File: config.mk
export PLATFORM = sky130hd
export DESIGN_NAME = lcd_spi_sequencer_flat
export DESIGN_NICKNAME = d
export VERILOG_FILES = /design/src/rtl/lcd_spi_sequencer_if.sv /design/src/rtl/lcd_spi_sequencer.sv /design/src/flat_wrapper.sv
export SDC_FILE = /design/constraint.sdc
export NUM_CORES = 1
export LEC_CHECK = 0
export ABC_AREA = 1
export CORE_MARGIN = 2
export CORE_UTILIZATION = 30
export DETAILED_ROUTE_END_ITERATION = 16
export SETUP_SLACK_MARGIN = 0.2
export SLEW_MARGIN = 25
export SYNTH_ARGS = -nofsm -noshare
export SYNTH_HDL_FRONTEND = slang
export SYNTH_SLANG_ARGS = --single-unit
File: constraint.sdc
create_clock -name clk -period 9.7 [get_ports clk]
set_clock_uncertainty 0.15 [all_clocks]
set_input_delay 2.91 -clock clk [delete_from_list [all_inputs] [get_ports clk]]
set_output_delay 2.91 -clock clk [all_outputs]
set_load 0.05 [all_outputs]
File: src/rtl/lcd_spi_sequencer_if.sv
`default_nettype none
// ============================================================================
// Module   : lcd_spi_sequencer_if
// Brief    : SPI transmitter handshake, status and fill-request bundle for
//            lcd_spi_sequencer. The master modport is the sequencer's view and
//            the slave modport is the view of the block around it.
// Revision : 1.0  initial release
// ============================================================================
interface lcd_spi_sequencer_if #(
  parameter int COORD_W = 9
) ();
  logic               spi_busy;
  logic               spi_load;
  logic               spi_load16;
  logic [15:0]        spi_in;
  logic               init_done;
  logic               ready;
  logic               fill_req;
  logic [COORD_W-1:0] fill_x0;
  logic [COORD_W-1:0] fill_x1;
  logic [COORD_W-1:0] fill_y0;
  logic [COORD_W-1:0] fill_y1;
  logic [15:0]        fill_color;
  logic               fill_done;
  logic               fill_err;

  modport master (
    input  spi_busy, fill_req, fill_x0, fill_x1, fill_y0, fill_y1, fill_color,
    output spi_load, spi_load16, spi_in, init_done, ready, fill_done, fill_err
  );

  modport slave (
    output spi_busy, fill_req, fill_x0, fill_x1, fill_y0, fill_y1, fill_color,
    input  spi_load, spi_load16, spi_in, init_done, ready, fill_done, fill_err
  );
endinterface
`default_nettype wire

File: src/rtl/lcd_spi_sequencer.sv
`default_nettype none
// ============================================================================
// Module   : lcd_spi_sequencer
// Brief    : Sole driver of the SPI LCD transmitter. Plays the power-up ROM
//            (commands, data, ms delays), then serves rectangle fills:
//            column/row window, RAMWR, and one 16-bit colour word per pixel.
// Revision : 1.0  initial release
// ============================================================================
module lcd_spi_sequencer #(
  parameter int CLK_PER_MS = 25000,
  parameter int COORD_W    = 9
) (
  input  logic                clk,
  input  logic                reset,
  lcd_spi_sequencer_if.master bus
);

  localparam int          PIX_W = 2 * COORD_W + 1;
  localparam logic [31:0] C_CLK_PER_MS = 32'(CLK_PER_MS);

  localparam logic [3:0] ST_BOOT_WAIT  = 4'd0;
  localparam logic [3:0] ST_INIT_FETCH = 4'd1;
  localparam logic [3:0] ST_INIT_DELAY = 4'd2;
  localparam logic [3:0] ST_IDLE       = 4'd3;
  localparam logic [3:0] ST_FILL_HDR   = 4'd4;
  localparam logic [3:0] ST_FILL_PIX   = 4'd5;
  localparam logic [3:0] ST_ISSUE      = 4'd6;
  localparam logic [3:0] ST_ARM        = 4'd7;
  localparam logic [3:0] ST_WAIT       = 4'd8;

  logic [3:0]         state_q, state_d, ret_q, ret_d;
  logic [3:0]         rom_idx_q, rom_idx_d, hdr_idx_q, hdr_idx_d;
  logic [31:0]        dly_q, dly_d;
  logic [PIX_W-1:0]   pix_q, pix_d;
  logic [COORD_W-1:0] x0_q, x0_d, x1_q, x1_d, y0_q, y0_d, y1_q, y1_d;
  logic [15:0]        color_q, color_d, spi_in_q, spi_in_d;
  logic               spi_load_q, spi_load_d, spi_load16_q, spi_load16_d;
  logic               init_done_q, init_done_d, fill_err_q, fill_err_d;

  logic [15:0]        w_rom;
  logic [7:0]         w_hdr_byte;
  logic               w_hdr_dcx;
  logic [COORD_W:0]   w_dx, w_dy;
  logic [PIX_W-1:0]   w_pix;
  logic [31:0]        w_dly;
  logic [15:0]        w_x0, w_x1, w_y0, w_y1;

  // Init ROM: [15:14] 00 cmd, 01 data, 10 delay (ms units in [13:0]), 11 end.
  always_comb begin
    w_rom = 16'hC000;
    case (rom_idx_q)
      4'd0:    w_rom = 16'h0001;
      4'd1:    w_rom = 16'h8096;
      4'd2:    w_rom = 16'h0011;
      4'd3:    w_rom = 16'h800A;
      4'd4:    w_rom = 16'h003A;
      4'd5:    w_rom = 16'h4055;
      4'd6:    w_rom = 16'h0036;
      4'd7:    w_rom = 16'h4000;
      4'd8:    w_rom = 16'h0021;
      4'd9:    w_rom = 16'h0013;
      4'd10:   w_rom = 16'h0029;
      4'd11:   w_rom = 16'h800A;
      default: w_rom = 16'hC000;
    endcase
  end

  assign w_dly = 32'(w_rom[13:0]) * C_CLK_PER_MS;

  // Inclusive extents; one extra bit so a full-width span cannot wrap.
  assign w_dx  = {1'b0, bus.fill_x1} - {1'b0, bus.fill_x0} + 1'b1;
  assign w_dy  = {1'b0, bus.fill_y1} - {1'b0, bus.fill_y0} + 1'b1;
  assign w_pix = PIX_W'(w_dx) * PIX_W'(w_dy);

  assign w_x0 = 16'(x0_q);
  assign w_x1 = 16'(x1_q);
  assign w_y0 = 16'(y0_q);
  assign w_y1 = 16'(y1_q);

  // Window header byte selection: CASET, 4 bytes, RASET, 4 bytes, RAMWR.
  always_comb begin
    w_hdr_byte = 8'h2C;
    w_hdr_dcx  = 1'b1;
    case (hdr_idx_q)
      4'd0:    begin w_hdr_byte = 8'h2A; w_hdr_dcx = 1'b0; end
      4'd1:    w_hdr_byte = w_x0[15:8];
      4'd2:    w_hdr_byte = w_x0[7:0];
      4'd3:    w_hdr_byte = w_x1[15:8];
      4'd4:    w_hdr_byte = w_x1[7:0];
      4'd5:    begin w_hdr_byte = 8'h2B; w_hdr_dcx = 1'b0; end
      4'd6:    w_hdr_byte = w_y0[15:8];
      4'd7:    w_hdr_byte = w_y0[7:0];
      4'd8:    w_hdr_byte = w_y1[15:8];
      4'd9:    w_hdr_byte = w_y1[7:0];
      default: begin w_hdr_byte = 8'h2C; w_hdr_dcx = 1'b0; end
    endcase
  end

  // Next-state logic; every transfer runs ISSUE -> ARM -> WAIT -> ret_q.
  always_comb begin
    state_d      = state_q;
    ret_d        = ret_q;
    rom_idx_d    = rom_idx_q;
    hdr_idx_d    = hdr_idx_q;
    dly_d        = dly_q;
    pix_d        = pix_q;
    x0_d         = x0_q;
    x1_d         = x1_q;
    y0_d         = y0_q;
    y1_d         = y1_q;
    color_d      = color_q;
    spi_in_d     = spi_in_q;
    spi_load_d   = 1'b0;
    spi_load16_d = 1'b0;
    init_done_d  = init_done_q;
    fill_err_d   = 1'b0;
    case (state_q)
      ST_BOOT_WAIT: if (!bus.spi_busy) state_d = ST_INIT_FETCH;
      ST_INIT_FETCH: begin
        case (w_rom[15:14])
          2'b00, 2'b01: begin
            spi_load_d = 1'b1;
            spi_in_d   = {6'b0, w_rom[14], 1'b0, w_rom[7:0]};
            rom_idx_d  = rom_idx_q + 4'd1;
            ret_d      = ST_INIT_FETCH;
            state_d    = ST_ISSUE;
          end
          2'b10: begin
            dly_d     = w_dly;
            rom_idx_d = rom_idx_q + 4'd1;
            state_d   = ST_INIT_DELAY;
          end
          default: begin
            init_done_d = 1'b1;
            state_d     = ST_IDLE;
          end
        endcase
      end
      ST_INIT_DELAY: begin
        if (dly_q <= 32'd1) state_d = ST_INIT_FETCH;
        else                dly_d   = dly_q - 32'd1;
      end
      ST_IDLE: begin
        if (bus.fill_req && init_done_q) begin
          x0_d    = bus.fill_x0;
          x1_d    = bus.fill_x1;
          y0_d    = bus.fill_y0;
          y1_d    = bus.fill_y1;
          color_d = bus.fill_color;
          if ((bus.fill_x1 < bus.fill_x0) || (bus.fill_y1 < bus.fill_y0)) begin
            fill_err_d = 1'b1;
          end else begin
            hdr_idx_d = 4'd0;
            pix_d     = w_pix;
            state_d   = ST_FILL_HDR;
          end
        end
      end
      ST_FILL_HDR: begin
        spi_load_d = 1'b1;
        spi_in_d   = {6'b0, w_hdr_dcx, 1'b0, w_hdr_byte};
        hdr_idx_d  = hdr_idx_q + 4'd1;
        ret_d      = (hdr_idx_q == 4'd10) ? ST_FILL_PIX : ST_FILL_HDR;
        state_d    = ST_ISSUE;
      end
      ST_FILL_PIX: begin
        spi_load16_d = 1'b1;
        spi_in_d     = color_q;
        pix_d        = pix_q - 1'b1;
        ret_d        = (pix_q == PIX_W'(1)) ? ST_IDLE : ST_FILL_PIX;
        state_d      = ST_ISSUE;
      end
      ST_ISSUE: state_d = ST_ARM;
      ST_ARM:   state_d = ST_WAIT;
      ST_WAIT:  if (!bus.spi_busy) state_d = ret_q;
      default:  state_d = ST_BOOT_WAIT;
    endcase
  end

  // State and output registers with synchronous reset.
  always_ff @(posedge clk) begin
    if (reset) begin
      state_q      <= ST_BOOT_WAIT;
      ret_q        <= ST_INIT_FETCH;
      rom_idx_q    <= 4'd0;
      hdr_idx_q    <= 4'd0;
      dly_q        <= 32'd0;
      pix_q        <= '0;
      x0_q         <= '0;
      x1_q         <= '0;
      y0_q         <= '0;
      y1_q         <= '0;
      color_q      <= 16'd0;
      spi_in_q     <= 16'd0;
      spi_load_q   <= 1'b0;
      spi_load16_q <= 1'b0;
      init_done_q  <= 1'b0;
      fill_err_q   <= 1'b0;
    end else begin
      state_q      <= state_d;
      ret_q        <= ret_d;
      rom_idx_q    <= rom_idx_d;
      hdr_idx_q    <= hdr_idx_d;
      dly_q        <= dly_d;
      pix_q        <= pix_d;
      x0_q         <= x0_d;
      x1_q         <= x1_d;
      y0_q         <= y0_d;
      y1_q         <= y1_d;
      color_q      <= color_d;
      spi_in_q     <= spi_in_d;
      spi_load_q   <= spi_load_d;
      spi_load16_q <= spi_load16_d;
      init_done_q  <= init_done_d;
      fill_err_q   <= fill_err_d;
    end
  end

  assign bus.spi_load   = spi_load_q;
  assign bus.spi_load16 = spi_load16_q;
  assign bus.spi_in     = spi_in_q;
  assign bus.init_done  = init_done_q;
  assign bus.ready      = (state_q == ST_IDLE) && init_done_q;
  assign bus.fill_err   = fill_err_q;
  // Only a fill's last pixel returns to IDLE, so this marks its WAIT exit.
  assign bus.fill_done  = (state_q == ST_WAIT) && !bus.spi_busy && (ret_q == ST_IDLE);

endmodule
`default_nettype wire

File: src/flat_wrapper.sv
// flat-port wrapper written by rule: the top's interface ports become plain ports
module lcd_spi_sequencer_flat 
#(
  parameter int CLK_PER_MS = 25000,
  parameter int COORD_W    = 9
)
  (clk, reset, bus_spi_busy, bus_fill_req, bus_fill_x0, bus_fill_x1, bus_fill_y0, bus_fill_y1, bus_fill_color, bus_spi_load, bus_spi_load16, bus_spi_in, bus_init_done, bus_ready, bus_fill_done, bus_fill_err);
  lcd_spi_sequencer_if #(.COORD_W(COORD_W)) bus_i ();
  input  logic clk;
  input  logic reset;
  input wire logic [$bits(bus_i.spi_busy)-1:0] bus_spi_busy;
  input wire logic [$bits(bus_i.fill_req)-1:0] bus_fill_req;
  input wire logic [$bits(bus_i.fill_x0)-1:0] bus_fill_x0;
  input wire logic [$bits(bus_i.fill_x1)-1:0] bus_fill_x1;
  input wire logic [$bits(bus_i.fill_y0)-1:0] bus_fill_y0;
  input wire logic [$bits(bus_i.fill_y1)-1:0] bus_fill_y1;
  input wire logic [$bits(bus_i.fill_color)-1:0] bus_fill_color;
  output wire logic [$bits(bus_i.spi_load)-1:0] bus_spi_load;
  output wire logic [$bits(bus_i.spi_load16)-1:0] bus_spi_load16;
  output wire logic [$bits(bus_i.spi_in)-1:0] bus_spi_in;
  output wire logic [$bits(bus_i.init_done)-1:0] bus_init_done;
  output wire logic [$bits(bus_i.ready)-1:0] bus_ready;
  output wire logic [$bits(bus_i.fill_done)-1:0] bus_fill_done;
  output wire logic [$bits(bus_i.fill_err)-1:0] bus_fill_err;
  assign bus_i.spi_busy = bus_spi_busy;
  assign bus_i.fill_req = bus_fill_req;
  assign bus_i.fill_x0 = bus_fill_x0;
  assign bus_i.fill_x1 = bus_fill_x1;
  assign bus_i.fill_y0 = bus_fill_y0;
  assign bus_i.fill_y1 = bus_fill_y1;
  assign bus_i.fill_color = bus_fill_color;
  assign bus_spi_load = bus_i.spi_load;
  assign bus_spi_load16 = bus_i.spi_load16;
  assign bus_spi_in = bus_i.spi_in;
  assign bus_init_done = bus_i.init_done;
  assign bus_ready = bus_i.ready;
  assign bus_fill_done = bus_i.fill_done;
  assign bus_fill_err = bus_i.fill_err;
  lcd_spi_sequencer #(.CLK_PER_MS(CLK_PER_MS), .COORD_W(COORD_W)) u_core (.clk(clk), .reset(reset), .bus(bus_i));
endmodule
# After elaboration in Yosys (flattened, before gate mapping)
# Memory sizes are Yosys's and may differ from the RTL's. A register that Yosys moved wholly into a read port is not among the register bits.
# Index checks and enable logic that the tools add are counted.
# word_totals
mem_bits_ro,160
memories,1
inputBits,56
ff_bits,139
out_inout_bits,22
# classes
mux,30
n_eq_ne,30
n_reduce_logical,26
order_cmp,3
multipliers,2
bitwise_logic,3
add_sub_neg,8
# memory_table
name,words,word_bits,read_ports,rd_clocked_by_memory_dff,write_ports,line_no,source
(name not given),16,10,1,1,0,lcd_spi_sequencer.sv:51,case (rom_idx_q)
# op_table
operator,count
one-hot mux 8 bit (10 select lines),1
2-to-1 mux 32 bit,2
one-hot mux 32 bit (2 select lines),1
one-hot mux 16 bit (3 select lines),1
2-to-1 mux 4 bit,10
2-to-1 mux 19 bit,2
one-hot mux 19 bit (2 select lines),1
equality test 4 x 3 -> 1 bit (second input constant),8
less-or-equal comparator 32 x 1 -> 1 bit (second input constant),1
one-hot mux 4 bit (8 select lines),1
subtractor 32 x 1 -> 32 bit (second input constant),1
multiplier 14 x 12 -> 26 bit (second input constant),1
adder 10 x 1 -> 10 bit (second input constant),2
equality test 4 x 2 -> 1 bit (second input constant),5
subtractor 9 x 9 -> 10 bit,2
equality test 19 x 1 -> 1 bit (second input constant),1
multiplier 10 x 10 -> 19 bit,1
subtractor 19 x 1 -> 19 bit (second input constant),1
< comparator 9 bit,2
equality test 4 bit (second input constant),4
2-to-1 mux 16 bit,1
one-hot mux 4 bit (3 select lines),1
AND reduction 3 bit,3
adder 4 x 1 -> 4 bit (second input constant),2
23 further kinds,47

# Logic depth before layout (Yosys ltp)
# Gate-level depths: netlist of the first run.
# logic_depth
ltp_word,6
ltp_mapped,36
ltp_nobuf,36

# Least setup slack after synthesis of the first run
# Ideal clock, no wire load.
# synth_path
kind,input -> register
from,in bus_fill_y0[5]
to,reg u_core.pix_q[10]
required_ps,9433
stages,27
arrival_time_ps,8626
setup_slack_ps,807
cell_sequence,inv_1 ha_1 inv_1 fa_1 nor2_1 a221oi_1 nand2_1 xnor2_1 inv_1 nand2_1 fa_1 fa_1 inv_1 fa_1 fa_1 inv_1 fa_1 inv_1 ha_1 a21oi_1 a21boi_0 nand2_1 xor2_1 inv_1 nor2_1 nor3_1 nor2_1
# synth_between
elab_chain_len,6
elab_cells_between_ends,10
# synth_lines
item,line_no,source
start: declaration,flat_wrapper.sv:15,input wire logic [$bits(bus_i.fill_y0)-1:0] bus_fill_y0;
subtractor 9 x 9 -> 10 bit,lcd_spi_sequencer.sv:72,"assign w_dy = {1'b0, bus.fill_y1} - {1'b0, bus.fill_y0} + 1'b1;"
adder 10 x 1 -> 10 bit,lcd_spi_sequencer.sv:72,
multiplier 10 x 10 -> 19 bit,lcd_spi_sequencer.sv:73,assign w_pix = PIX_W'(w_dx) * PIX_W'(w_dy);
2-to-1 mux 19 bit,lcd_spi_sequencer.sv:150,if ((bus.fill_x1 < bus.fill_x0) || (bus.fill_y1 < bus.fill_y0)) begin
2-to-1 mux 19 bit,lcd_spi_sequencer.sv:144,if (bus.fill_req && init_done_q) begin
one-hot mux 19 bit (2 select lines),lcd_spi_sequencer.sv:117,case (state_q)
end signal: assignment,lcd_spi_sequencer.sv:205,pix_q <= pix_d;
end: declaration,lcd_spi_sequencer.sv:34,"logic [PIX_W-1:0] pix_q, pix_d;"
# Several ways; a longest one is shown, not always the timed one. The select of a mux whose other input is x is not followed.
# A chain may end at the register's enable or synchronous reset.

# Worst setup path in the final report of the first run
# layout_path
from,in bus_fill_x1[1]
to,reg u_core.pix_q[10]
# layout_between
elab_chain_len,6
elab_cells_between_ends,10
# layout_lines
item,line_no,source
start: declaration,flat_wrapper.sv:14,input wire logic [$bits(bus_i.fill_x1)-1:0] bus_fill_x1;
subtractor 9 x 9 -> 10 bit,lcd_spi_sequencer.sv:71,"assign w_dx = {1'b0, bus.fill_x1} - {1'b0, bus.fill_x0} + 1'b1;"
adder 10 x 1 -> 10 bit,lcd_spi_sequencer.sv:71,
multiplier 10 x 10 -> 19 bit,lcd_spi_sequencer.sv:73,
2-to-1 mux 19 bit,lcd_spi_sequencer.sv:150,
2-to-1 mux 19 bit,lcd_spi_sequencer.sv:144,
one-hot mux 19 bit (2 select lines),lcd_spi_sequencer.sv:117,
# Several ways; a longest one is shown, not always the timed one. The select of a mux whose other input is x is not followed.

==> run summary, run 1 <==
WL final: 41200 um
Worst-path fanout max: 3
Global Route Usage Sum: 0.171
Setup slack after layout: 0.576 ns
Reg2reg start: u_core.w_rom[2]$_SDFF_PP0_
Via count: 13200
Xor/xnor share of the synthesized area: 0.0254
Area of the core: 46500 um^2
Fin area: 16300 um^2
Hold path depth: 2
Critical path data arrival time: 9.32 ns
Number of remaining DRC errors: 0
Multi-input gate area: 9680 um^2
Reg area: 2960 um^2
Synth Instances: 2026
Placed inst area: 15600 um^2
Max Cap Viol: 0
Die Y: 221 um
Leading cell type in the layout, fill and taps excluded: nand2_1
Mapped Avg Cell Area: 6.97 um^2
Post-synth EDFFs: 0
Ys async rst share: 0
Slowest-stage cell, CP: fa_1
Max frequency: 110 MHz
Yosys reg bits: 148
Worst-Margin Slew: 1.01 ns
RSZ-0062 raised after global routing: yes
Setup CP Type: in -> reg
Simple-Gate Fraction of Synth Area: 0.247
Layout cells sized above 1: 0.0568
Mux contribution to synthesized area: 0
Min-delay src: u_core.color_q[6]$_SDFFE_PP0P_
# port buffers: 77
Initial antenna violation count: 0
Worst-Skew Late Latency: 0.47 ns
FP Rows: 79
GPL Wtd Cong: 0.916
CTS tree: yes
Post-DR vias/cell: 4.87
Max_slew headroom: 0.330
Combinational family with the most area after synthesis: adder cells
H-tree levels: 4
Clock Sinks: 148
WL per Instance: 15.2 um
Die Wd: 221 um
Syn nets: 2342
Sink of the worst hold path: u_core.color_q[6]$_SDFFE_PP0P_
Initial DRC count: 825
Fin. Hold Viols: 0
Antenna cell count: 0
Place WS: -0.0597 ns
Reg2reg end: u_core.dly_q[14]$_SDFFE_PP0P_
Reg2reg setup slack: 5.53 ns
CP required: 9.89 ns
Setup violators final: 0
Distinct cells, synth: 53
HPWL Detailed: 32500 um
I/O pins: 78
Minimum clock period: 9.12 ns
Synth Flop Type: dfxtp_1
Worst-case clock buffer depth: 2
Critical Path Start Type: input pin
Nets: 2417
Synth warn: 0
Crit path largest cell delay: 0.55 ns
Max-slew violation count: 0
Initial core utilization: 0.304
Congestion Overflow GR: 0
First-pass GRT wire length: 68000 um
Die area: 48800 um^2
Root buffer cell: clkbuf_16
Hold Path Class: reg -> reg
Clock slew at reported path FFs: 0.07 ns
Crit end category: flip-flop
Worst reg2reg path depth: 21
Most frequent cells in the layout: nand2_1, inv_1, nor2_1
Critical path's most frequent cell: inv_1
Post-Synth Adder-Cell Area: 0.273
Fill count: 4993
Area growth syn-to-layout: 15.4%
Fin crit share: 0.941
Routed Antenna Nets: 0
TritonCTS buffer count: 17
Status: completed
Largest net degree at the start of global routing: 73
Compound-cell area share of the yosys netlist: 0.137
Synthesized area: 14100 um^2
Vias in the first global route: 13200
DRT Pass-1 Iters: 6
Post-synthesis sequential area ratio: 0.210
-- cell usage after synthesis, drive strengths merged (2+ instances only) --
master	n	area share
nand2	380	0.10
buf	17	0.0081
a31oi	6	0.0027
nand3	80	0.030
a21boi	4	0.0029
o21bai	5	0.0027
nor3	20	0.0086
a41oi	3	0.0019
a22o	2	0.0012
o22ai	7	0.0031
nor2	303	0.083
nand4	27	0.012
nand3b	5	0.0027
xnor2	17	0.011
nor4	5	0.0022
and2	2	0.00089
inv	337	0.090
fa	81	0.11
o211ai	7	0.0041
o21a	2	0.0011
a211oi	2	0.0011
dfxtp	148	0.21
clkbuf	34	0.0090
or2	11	0.0049
xor2	24	0.015
a21oi	139	0.049
o21ai	163	0.058
a221oi	8	0.0050
ha	179	0.16
-- registers in the layout, indices dropped and copies added, names as in the netlist --
register               flops
u_core.color_q            16
u_core.bus.init_done       1
u_core.rom_idx_q           4
u_core.bus.spi_in         16
u_core.y0_q                9
u_core.ret_q               3
u_core.bus.spi_load        1
u_core.state_q             4
u_core.bus.fill_err        1
u_core.w_rom              10
u_core.hdr_idx_q           4
u_core.bus.spi_load16      1
u_core.dly_q              32
u_core.x0_q                9
u_core.pix_q              19
u_core.y1_q                9
u_core.x1_q                9
-- routing by layer --
metal | wire length (um) | up-vias | GRT usage
met5 | 0 | - | 0
met4 | 1040 | 0 | 0.0578
met3 | 1620 | 54 | 0.0246
met2 | 18700 | 289 | 0.279
met1 | 19900 | 6245 | 0.231
li1 | - | 6654 | -
-- layout make-up --
class / count / area share
multi-input cells: 1489 / 0.594
clock buffers: 17 / 0.0261
inverters: 338 / 0.0781
repair buffers: 107 / 0.0608
clock inverters: 15 / 0.0126
well taps: 607 / 0.0466
flip-flops and latches: 148 / 0.182
-- stage by stage --
| stage | util | cells | setup TNS, ns | hold WS [ns] |
|---|---|---|---|---|
| after detailed placement | 0.336 | 2687 | -0.0606 | 0.289 |
| after global routing | 0.351 | 2721 | 0 | 0.326 |
| final | 0.351 | 2721 | 0 | 0.299 |
| after global placement | 0.336 | 2687 | 0 | 0.284 |
| after floorplan | - | 2026 | 0 | 0.274 |
| after CTS | 0.350 | 2719 | 0 | 0.300 |
-- timing repair --
action	CTS	global route
endpoints found under the setup margin	0	9
hold buffers	0	0
buffers inserted	0	2
hold endpoints to repair	0	0
gates resized for setup	0	11
-- worst max path at each step --
stage	startpoint	endpoint	slack (ns)	cells after the start
finish	bus_fill_x1[1]	u_core.pix_q[10]$_SDFFE_PP0P_	0.58	33
floorplan	bus_fill_y0[5]	u_core.pix_q[10]$_SDFFE_PP0P_	0.81	27
global route	bus_fill_x1[1]	u_core.pix_q[11]$_SDFFE_PP0P_	0.17	36
global placement	bus_fill_x1[1]	u_core.pix_q[11]$_SDFFE_PP0P_	0.06	36
CTS	bus_fill_x1[1]	u_core.pix_q[11]$_SDFFE_PP0P_	0.43	36
detailed placement	bus_fill_x1[1]	u_core.pix_q[11]$_SDFFE_PP0P_	-0.06	36
-- worst max-delay path: cells and delay by family --
family                   cells  cell delay [ns]
AO/OA/AOI/OAI                2             0.40
XOR/XNOR                     2             0.36
adder cells (fa/ha/maj)      9             3.69
buffers and inverters       10             1.11
AND/OR/NAND/NOR             10             0.81
-- cells by family (layout without fill, tap and decap cells) --
group / after synthesis / after routing
buffers and inverters: 389 / 477
adder cells (fa/ha/maj): 260 / 260
AND/OR/NAND/NOR: 833 / 833
XOR/XNOR: 41 / 41
flip-flops: 148 / 148
AO/OA/AOI/OAI: 355 / 355
Power of run 1 is not shown: default switching activity piles up to over one toggle a cycle in this logic, so the estimate is an artifact.
==> inputs of run 2 (changes only) <==
- CTS_CLUSTER_DIAMETER: not set -> 60
- MAX_ROUTING_LAYER: not set -> met4
==> run 2 against run 1 <==
Against the previous run:
- worst hold slack improved by 0.0041 ns
- critical path depth rose by 1
- global-route usage rose by 0.32 points
- via count rose by 0.39%
- sequential cell count did not move
- fmax fell by 0.39%
- first-iteration DRC count rose by 13%
- final cell count fell by 0.15%
- final area fell by 0.18%
- die area did not move
- wire length fell by 0.26%
- highest routed layer unchanged
==> run summary, run 2 (synthesis results as in run 1) <==
Setup violators final: 0
WL final: 41100 um
Worst-Margin Slew: 1.01 ns
Critical path data arrival time: 9.35 ns
Clock slew at reported path FFs: 0.07 ns
Max frequency: 109 MHz
Max_slew headroom: 0.326
Antenna cell count: 0
CTS tree: yes
Die area: 48800 um^2
Status: completed
Reg2reg end: u_core.dly_q[21]$_SDFFE_PP0P_
H-tree levels: 4
Global Route Usage Sum: 0.174
Routed Antenna Nets: 0
# port buffers: 77
Worst-case clock buffer depth: 2
Reg2reg start: u_core.w_rom[6]$_SDFF_PP0_
Crit end category: flip-flop
Initial DRC count: 934
Hold Path Class: reg -> reg
Area of the core: 46500 um^2
Worst setup path startpoint: bus_fill_x1[1]
Clock Sinks: 148
I/O pins: 78
Worst reg2reg path depth: 21
Largest net degree at the start of global routing: 73
Initial antenna violation count: 1
Die Y: 221 um
Fin crit share: 0.944
HPWL Detailed: 32300 um
Cell Count, Final, Fillers Out: 2717
TritonCTS buffer count: 17
Via count: 13300
WL per Instance: 15.1 um
Minimum clock period: 9.16 ns
Root buffer cell: clkbuf_16
First-pass GRT wire length: 67200 um
Largest register by flop count: u_core.dly_q
GPL Wtd Cong: 0.929
Setup CP Type: in -> reg
RSZ-0062 raised after global routing: yes
Initial core utilization: 0.304
Setup slack after layout: 0.541 ns
Area growth syn-to-layout: 15.2%
Max-slew violation count: 0
Reg2reg setup slack: 5.45 ns
Largest register FFs: 32
Top Registers: u_core.dly_q (32), u_core.pix_q (19)
FP Rows: 79
Placed insts: 2685
Critical Path Start Type: input pin
Die Wd: 221 um
Critical path destination: u_core.pix_q[14]$_SDFFE_PP0P_
DRT Pass-1 Iters: 5
Post-DR vias/cell: 4.89
Util after Layout: 0.350
Fin area: 16300 um^2
Leading cell type in the layout, fill and taps excluded: nand2_1
Worst-Skew Late Latency: 0.46 ns
Placed inst area: 15600 um^2
Congestion Overflow GR: 0
Worst-path fanout max: 5
Layout cells sized above 1: 0.0559
Max Cap Viol: 0
Critical path's most frequent cell: inv_1
Slowest-stage cell, CP: fa_1
Fin. Hold Viols: 0
Most frequent cells in the layout: nand2_1, inv_1, nor2_1
Crit path largest cell delay: 0.53 ns
CP required: 9.90 ns
Nets: 2413
Vias in the first global route: 13100
Place WS: -0.0337 ns
Number of remaining DRC errors: 0
run 2: cell count changes in the layout (fill, tap and decap cells not counted), moves of 3 or more:
cell,delta
a21oi_2,+3
clkinv_8,+6
bufinv_16,-3
buf_4,-4
a21oi_1,-3
run 2: final cells by class:
| class | instances | area [um^2] |
|---|---|---|
| Fill cell | 4929 | 30200 |
| Multi-Input combinational cell | 1489 | 9700 |
| Sequential cell | 148 | 2960 |
| Inverter | 338 | 1270 |
| Timing Repair Buffer | 103 | 961 |
| Tap cell | 607 | 759 |
| Clock buffer | 17 | 425 |
| Clock inverter | 15 | 185 |
run 2: stage by stage:
| step | hold slack (ns) | TNS, ns |
|---|---|---|
| 2_1_floorplan | 0.274 | 0 |
| 5_1_grt | 0.323 | 0 |
| 3_3_place_gp | 0.283 | 0 |
| 6_report | 0.303 | 0 |
| 4_1_cts | 0.303 | 0 |
| 3_5_place_dp | 0.292 | -0.0402 |
run 2: layer usage:
layer	track usage	vias up	wire length (um)
li1	-	6648	-
met1	0.225	6233	19600
met2	0.272	363	18200
met3	0.0336	50	2350
met4	0.0585	0	1030
met5	-	-	0
run 2: worst min path at each step:
stage               depth (start not counted)                             end                           start  slack, ns
floorplan                                   2     u_core.x1_q[2]$_SDFFE_PP0P_     u_core.x1_q[2]$_SDFFE_PP0P_       0.27
global placement                            2  u_core.color_q[1]$_SDFFE_PP0P_  u_core.color_q[1]$_SDFFE_PP0P_       0.28
detailed placement                          2  u_core.color_q[6]$_SDFFE_PP0P_  u_core.color_q[6]$_SDFFE_PP0P_       0.29
CTS                                         2  u_core.color_q[6]$_SDFFE_PP0P_  u_core.color_q[6]$_SDFFE_PP0P_       0.30
global route                                2  u_core.color_q[6]$_SDFFE_PP0P_  u_core.color_q[6]$_SDFFE_PP0P_       0.32
finish                                      2  u_core.color_q[6]$_SDFFE_PP0P_  u_core.color_q[6]$_SDFFE_PP0P_       0.30
run 2: repair_timing:
item | CTS | global route
gates resized for setup | 0 | 14
endpoints found under the setup margin | 0 | 9
hold endpoints to repair | 0 | 0
hold buffers | 0 | 0
buffers inserted | 0 | 0
run 2: worst max-delay path: cells and delay by family:
family	cells	cell delay [ns]
xor+xnor	1	0.28
buf+inv	10	1.17
fa+ha+maj	9	3.57
simple gates	13	1.12
compound gates	1	0.28
Power of run 2 is left out for the same reason.
==> RTL edit 1: new RTL, flow settings as in run 2 <==
`COORD_W` is set to 9 in 3 places; all go to 18.
--- a/src/rtl/lcd_spi_sequencer_if.sv
+++ b/src/rtl/lcd_spi_sequencer_if.sv
@@ -7,7 +7,7 @@
 // Revision : 1.0  initial release
 // ============================================================================
 interface lcd_spi_sequencer_if #(
-  parameter int COORD_W = 9
+  parameter int COORD_W = 18
 ) ();
   logic               spi_busy;
   logic               spi_load;
--- a/src/rtl/lcd_spi_sequencer.sv
+++ b/src/rtl/lcd_spi_sequencer.sv
@@ -8,7 +8,7 @@
 // ============================================================================
 module lcd_spi_sequencer #(
   parameter int CLK_PER_MS = 25000,
-  parameter int COORD_W    = 9
+  parameter int COORD_W    = 18
 ) (
   input  logic                clk,
   input  logic                reset,
--- a/src/flat_wrapper.sv
+++ b/src/flat_wrapper.sv
@@ -2,7 +2,7 @@
 module lcd_spi_sequencer_flat 
 #(
   parameter int CLK_PER_MS = 25000,
-  parameter int COORD_W    = 9
+  parameter int COORD_W    = 18
 )
   (clk, reset, bus_spi_busy, bus_fill_req, bus_fill_x0, bus_fill_x1, bus_fill_y0, bus_fill_y1, bus_fill_color, bus_spi_load, bus_spi_load16, bus_spi_in, bus_init_done, bus_ready, bus_fill_done, bus_fill_err);
   lcd_spi_sequencer_if #(.COORD_W(COORD_W)) bus_i ();
Ports: changed (resized bus_fill_x0, bus_fill_x1, bus_fill_y0 and bus_fill_y1); port bits go from 78 to 114. No check against the original RTL was run, so the function may have changed too.
==> RTL edit 1 against run 2 <==
The run now ends with negative setup slack left. Via count rose by 93%. Sequential cell count rose by 46. Die area rose by 86%. Routed wire length rose by 120%. Cell area rose by 120%. Synthesized area rose by 88%. Critical endpoint is now u_core.pix_q[25]. Global-route usage rose by 3.2 points. Worst setup slack got worse by 0.59 ns. Core utilization rose by 6.0 points. Final cell count rose by 99%. Non-clock buffer count rose by 562.
Power is not shown: default switching activity piles up to over one toggle a cycle in this logic, so the estimate is an artifact.
==> RTL edit 1: results (changes against run 2) <==
reg2reg end=u_core.dly_q[18] (was u_core.dly_q[21]); Mapped Nets=4,332 (was 2,342); Synth area leaders=fa_1 (24%), dfxtp_1 (15%), ha_1 (13%), inv_1 (11%), nand2_1 (9.4%) (was dfxtp_1 (21%), ha_1 (16%), fa_1 (11%), nand2_1 (9.9%), inv_1 (8.6%)); Starting DRT DRC Count=1,774 (was 934); worst hold slack=0.302 ns (was 0.303 ns); count of final setup violators=5 (was 0); R2R Setup Slk=5.23 ns (was 5.45 ns); Total Wirelength=90,100 um (was 41,100 um); port buffer count=113 (was 77); status=finished, violations left (was finished clean); hold path startpoint=u_core.color_q[11] (was u_core.color_q[6]); post-synth cell types=67 (was 53); R2R Path Start=u_core.w_rom[1] (was u_core.w_rom[6]); Post-Syn Instances=3,640 (was 2,026); area of the multi-input gates=21,300 um^2 (was 9700 um^2); R2R depth=18 (was 21); adder-cell area share of the yosys netlist=37.3% (was 27.3%); dpl cell area=32,500 um^2 (was 15,600 um^2); largest registers=u_core.pix_q x37, u_core.dly_q x32 (was u_core.dly_q x32, u_core.pix_q x19); Hold Path End=u_core.color_q[11] (was u_core.color_q[6]); global routing usage on met3=3.47% (was 3.36%); met2 wire len=42,600 um (was 18,200 um); number of vias per cell=4.75 (was 4.89); post-route setup slack=-0.0531 ns (was 0.541 ns); DR vias=25,700 (was 13,300); Post-Place Setup Slack=-1.29 ns (was -0.0337 ns); Setup crit end=u_core.pix_q[25] (was u_core.pix_q[14]); Worst setup startpoint=bus_fill_y0[4] (was bus_fill_x1[1]); met2 GRT Util=33.7% (was 27.2%); Die ar.=90,800 um^2 (was 48,800 um^2); Fillers=8,899 (was 4,929); Setup Total Neg Slack=-0.196 ns (was 0 ns); placed cells=5,239 (was 2,685); Synth Area in Compound Gates=12.7% (was 13.7%); Worst path max stage delay=0.58 ns (was 0.53 ns); layout cells sized above 1=26.7% (was 5.59%); gpl congestion=0.974 (was 0.929); met3 WL post-DR=5320 um (was 2350 um); failing checks=negative setup slack; most flop-heavy register=u_core.pix_q (was u_core.dly_q); critical path peak fanout=6 (was 5); clk buf depth=2 (unchanged); Global Route Usage Sum=20.7% (was 17.4%); top cells by count, synth=inv_1 (769), nand2_1 (661), nor2_1 (366) (was nand2_1 (374), inv_1 (325), nor2_1 (295)); Layout Nets=4,912 (was 2,413); DR pass1 iterations=6 (was 5); critical path arrival=10.02 ns (was 9.35 ns); first-pass GRT wire length=142,000 um (was 67,200 um); XOR/XNOR Fraction of Synth Area=2.21% (was 2.54%); top layer used by detailed routing=met4 (unchanged); largest net degree at the start of global routing=91 (was 73); Seq/Total Area, Yosys=14.6% (was 21.0%); Worst-Margin Slew=0.922 ns (was 1.01 ns); met1 WL=39,700 um (was 19,600 um); Clock Latency Late Sink=0.50 ns (was 0.46 ns)
## RTL edit 1: layout make-up
cell class	instances	share of cell area, %
diodes	3	0.0208
clock buffers	17	1.18
clock inverters	15	0.548
inverters	791	8.46
multi-input cells	2549	58.9
flip-flops and latches	194	10.8
well taps	1165	4.04
repair buffers	665	16.0
repair inverters	2	0.0694
## RTL edit 1: timing repair
action / 4_1_cts / 5_1_grt
buffers inserted: 73 / 49
gates cloned: 4 / 1
resized for setup: 449 / 266
setup endpoints to repair: 28 / 27
pin swaps: 181 / 194
## RTL edit 1: cells by family (layout without fill, tap and decap cells)
group	after synthesis	after routing
and+or+nand+nor	1280	1280
buffers and inverters	897	1490
AOI/OAI and AO/OA	609	609
adders and majority gates	600	600
DFF	194	194
xor gates and xnor gates	60	60
other	0	3
## RTL edit 1: worst min-delay path: stages (launching register included)
cell     delay [ns]
dfxtp_1        0.30
inv_1          0.06
a21oi_1        0.05
==> RTL edit 2: new RTL, flow settings as in run 2 <==
Made on the original files. Take the reset off `x0_q` and load it in a clocked block of its own.
--- a/src/rtl/lcd_spi_sequencer.sv
+++ b/src/rtl/lcd_spi_sequencer.sv
@@ -186,7 +186,6 @@
       hdr_idx_q    <= 4'd0;
       dly_q        <= 32'd0;
       pix_q        <= '0;
-      x0_q         <= '0;
       x1_q         <= '0;
       y0_q         <= '0;
       y1_q         <= '0;
@@ -203,7 +202,6 @@
       hdr_idx_q    <= hdr_idx_d;
       dly_q        <= dly_d;
       pix_q        <= pix_d;
-      x0_q         <= x0_d;
       x1_q         <= x1_d;
       y0_q         <= y0_d;
       y1_q         <= y1_d;
@@ -216,6 +214,10 @@
     end
   end
 
+  always_ff @(posedge clk) begin
+    x0_q <= x0_d;
+  end
+
   assign bus.spi_load   = spi_load_q;
   assign bus.spi_load16 = spi_load16_q;
   assign bus.spi_in     = spi_in_q;
Formal check against the unedited RTL: same outputs for any inputs over 10 cycles, from zero or initial values and one cycle with reset high; that may be too few to reach the edited logic, so the function may still have changed.
==> RTL edit 2 against run 2 <==
Sequential cell count unchanged. Synthesized area about the same. Synthesized cell count decreased by 1.5%. Cell area grew 0.15%. Fmax increased by 1.2%. Non-clock buffer count fell by 2. Worst setup slack improved by 0.11 ns. Routed wire length decreased by 3.6%. First-iteration DRC count up 1.4%. Die area barely moved. Register-to-register slack got worse by 0.12 ns. Highest routed layer unchanged.
Power is left out: the tool's default activity adds up to more than one toggle a clock period on the data nets, which glitch-free logic cannot reach.
==> RTL edit 2: results (changes against run 2) <==
status=finished clean (unchanged); Layout Nets=2,383 (was 2,413); GRT met1 Usage=21.8% (was 22.5%); Starting DRT DRC Count=947 (was 934); met3 WL post-DR=1710 um (was 2350 um); XOR/XNOR Fraction of Synth Area=2.54% (about the same); R2R Path Start=u_core.w_rom[2] (was u_core.w_rom[6]); largest net degree at the start of global routing=64 (was 73); ys async rst share=0% (unchanged); reg2reg end=u_core.dly_q[24] (was u_core.dly_q[21]); routed len/inst=14.8 um (was 15.1 um); antenna violations before repair=0 (was 1); Mapped Nets=2,312 (was 2,342); Post-Syn Instances=1,995 (was 2,026); post-synth cell types=56 (was 53); Hold Path End=u_core.bus.spi_in[0] (was u_core.color_q[6]); Seq/Total Area, Yosys=21.6% (was 21.0%); Post-Place Setup Slack=0.0612 ns (was -0.0337 ns); met1 WL=19,000 um (was 19,600 um); met2 GRT Util=27.3% (was 27.2%); worst hold slack=0.292 ns (was 0.303 ns); met2 wire len=18,400 um (was 18,200 um); critical path peak fanout=4 (was 5); dpl cell area=15,600 um^2 (unchanged); Worst-Margin Slew=0.847 ns (was 1.01 ns); adder-cell area share of the yosys netlist=27.5% (was 27.3%); layout cells sized above 1=5.39% (was 5.59%); post-route setup slack=0.653 ns (was 0.541 ns); critical path arrival=9.23 ns (was 9.35 ns); Detailed Place HPWL=31,600 um (was 32,300 um); Global Route Usage Sum=16.7% (was 17.4%); Finished Layout Cells=2,686 (was 2,717); DR pass1 iterations=7 (was 5); Max-Cap Viols=0 (unchanged); Worst setup startpoint=bus_fill_x0[3] (was bus_fill_x1[1]); Synth Area in Compound Gates=13.8% (was 13.7%); global routing usage on met3=2.66% (was 3.36%); top cells by count, synth=nand2_1 (357), inv_1 (317), nor2_1 (301) (was nand2_1 (374), inv_1 (325), nor2_1 (295)); gpl congestion=0.910 (was 0.929); Synth area leaders=dfxtp_1 (20%), ha_1 (16%), fa_1 (12%), nand2_1 (9.5%), inv_1 (8.4%) (was dfxtp_1 (21%), ha_1 (16%), fa_1 (11%), nand2_1 (9.9%), inv_1 (8.6%))
RTL edit 2: worst reg2reg max path, cell delays in order, from the launching register on:
cell and delay [ns]:
dfxtp_1 0.48, ha_1 0.29, ha_1 0.22, fa_1 0.50, ha_1 0.29, inv_1 0.06, fa_1 0.53, inv_1 0.04
ha_1 0.34, nand2_1 0.09, o21ai_0 0.47, nand3_1 0.16, nand2_1 0.15, nand3_1 0.08, a21oi_1 0.22, o21ai_1 0.11
a21oi_1 0.16
RTL edit 2: cell type report:
cell class / instances / area (um^2) / share of cell area [%]
clock buffers: 17 / 425 / 2.61
clock inverters: 15 / 204 / 1.25
inverters: 328 / 1230 / 7.56
multi-input cells: 1470 / 9670 / 59.3
flip-flops and latches: 148 / 3050 / 18.7
well taps: 607 / 759 / 4.66
repair buffers: 101 / 951 / 5.84
RTL edit 2: repair_timing:
item,CTS,global route
resized for setup,0,16
endpoints found under the setup margin,0,10
hold buffers,0,0
buffers inserted,0,1
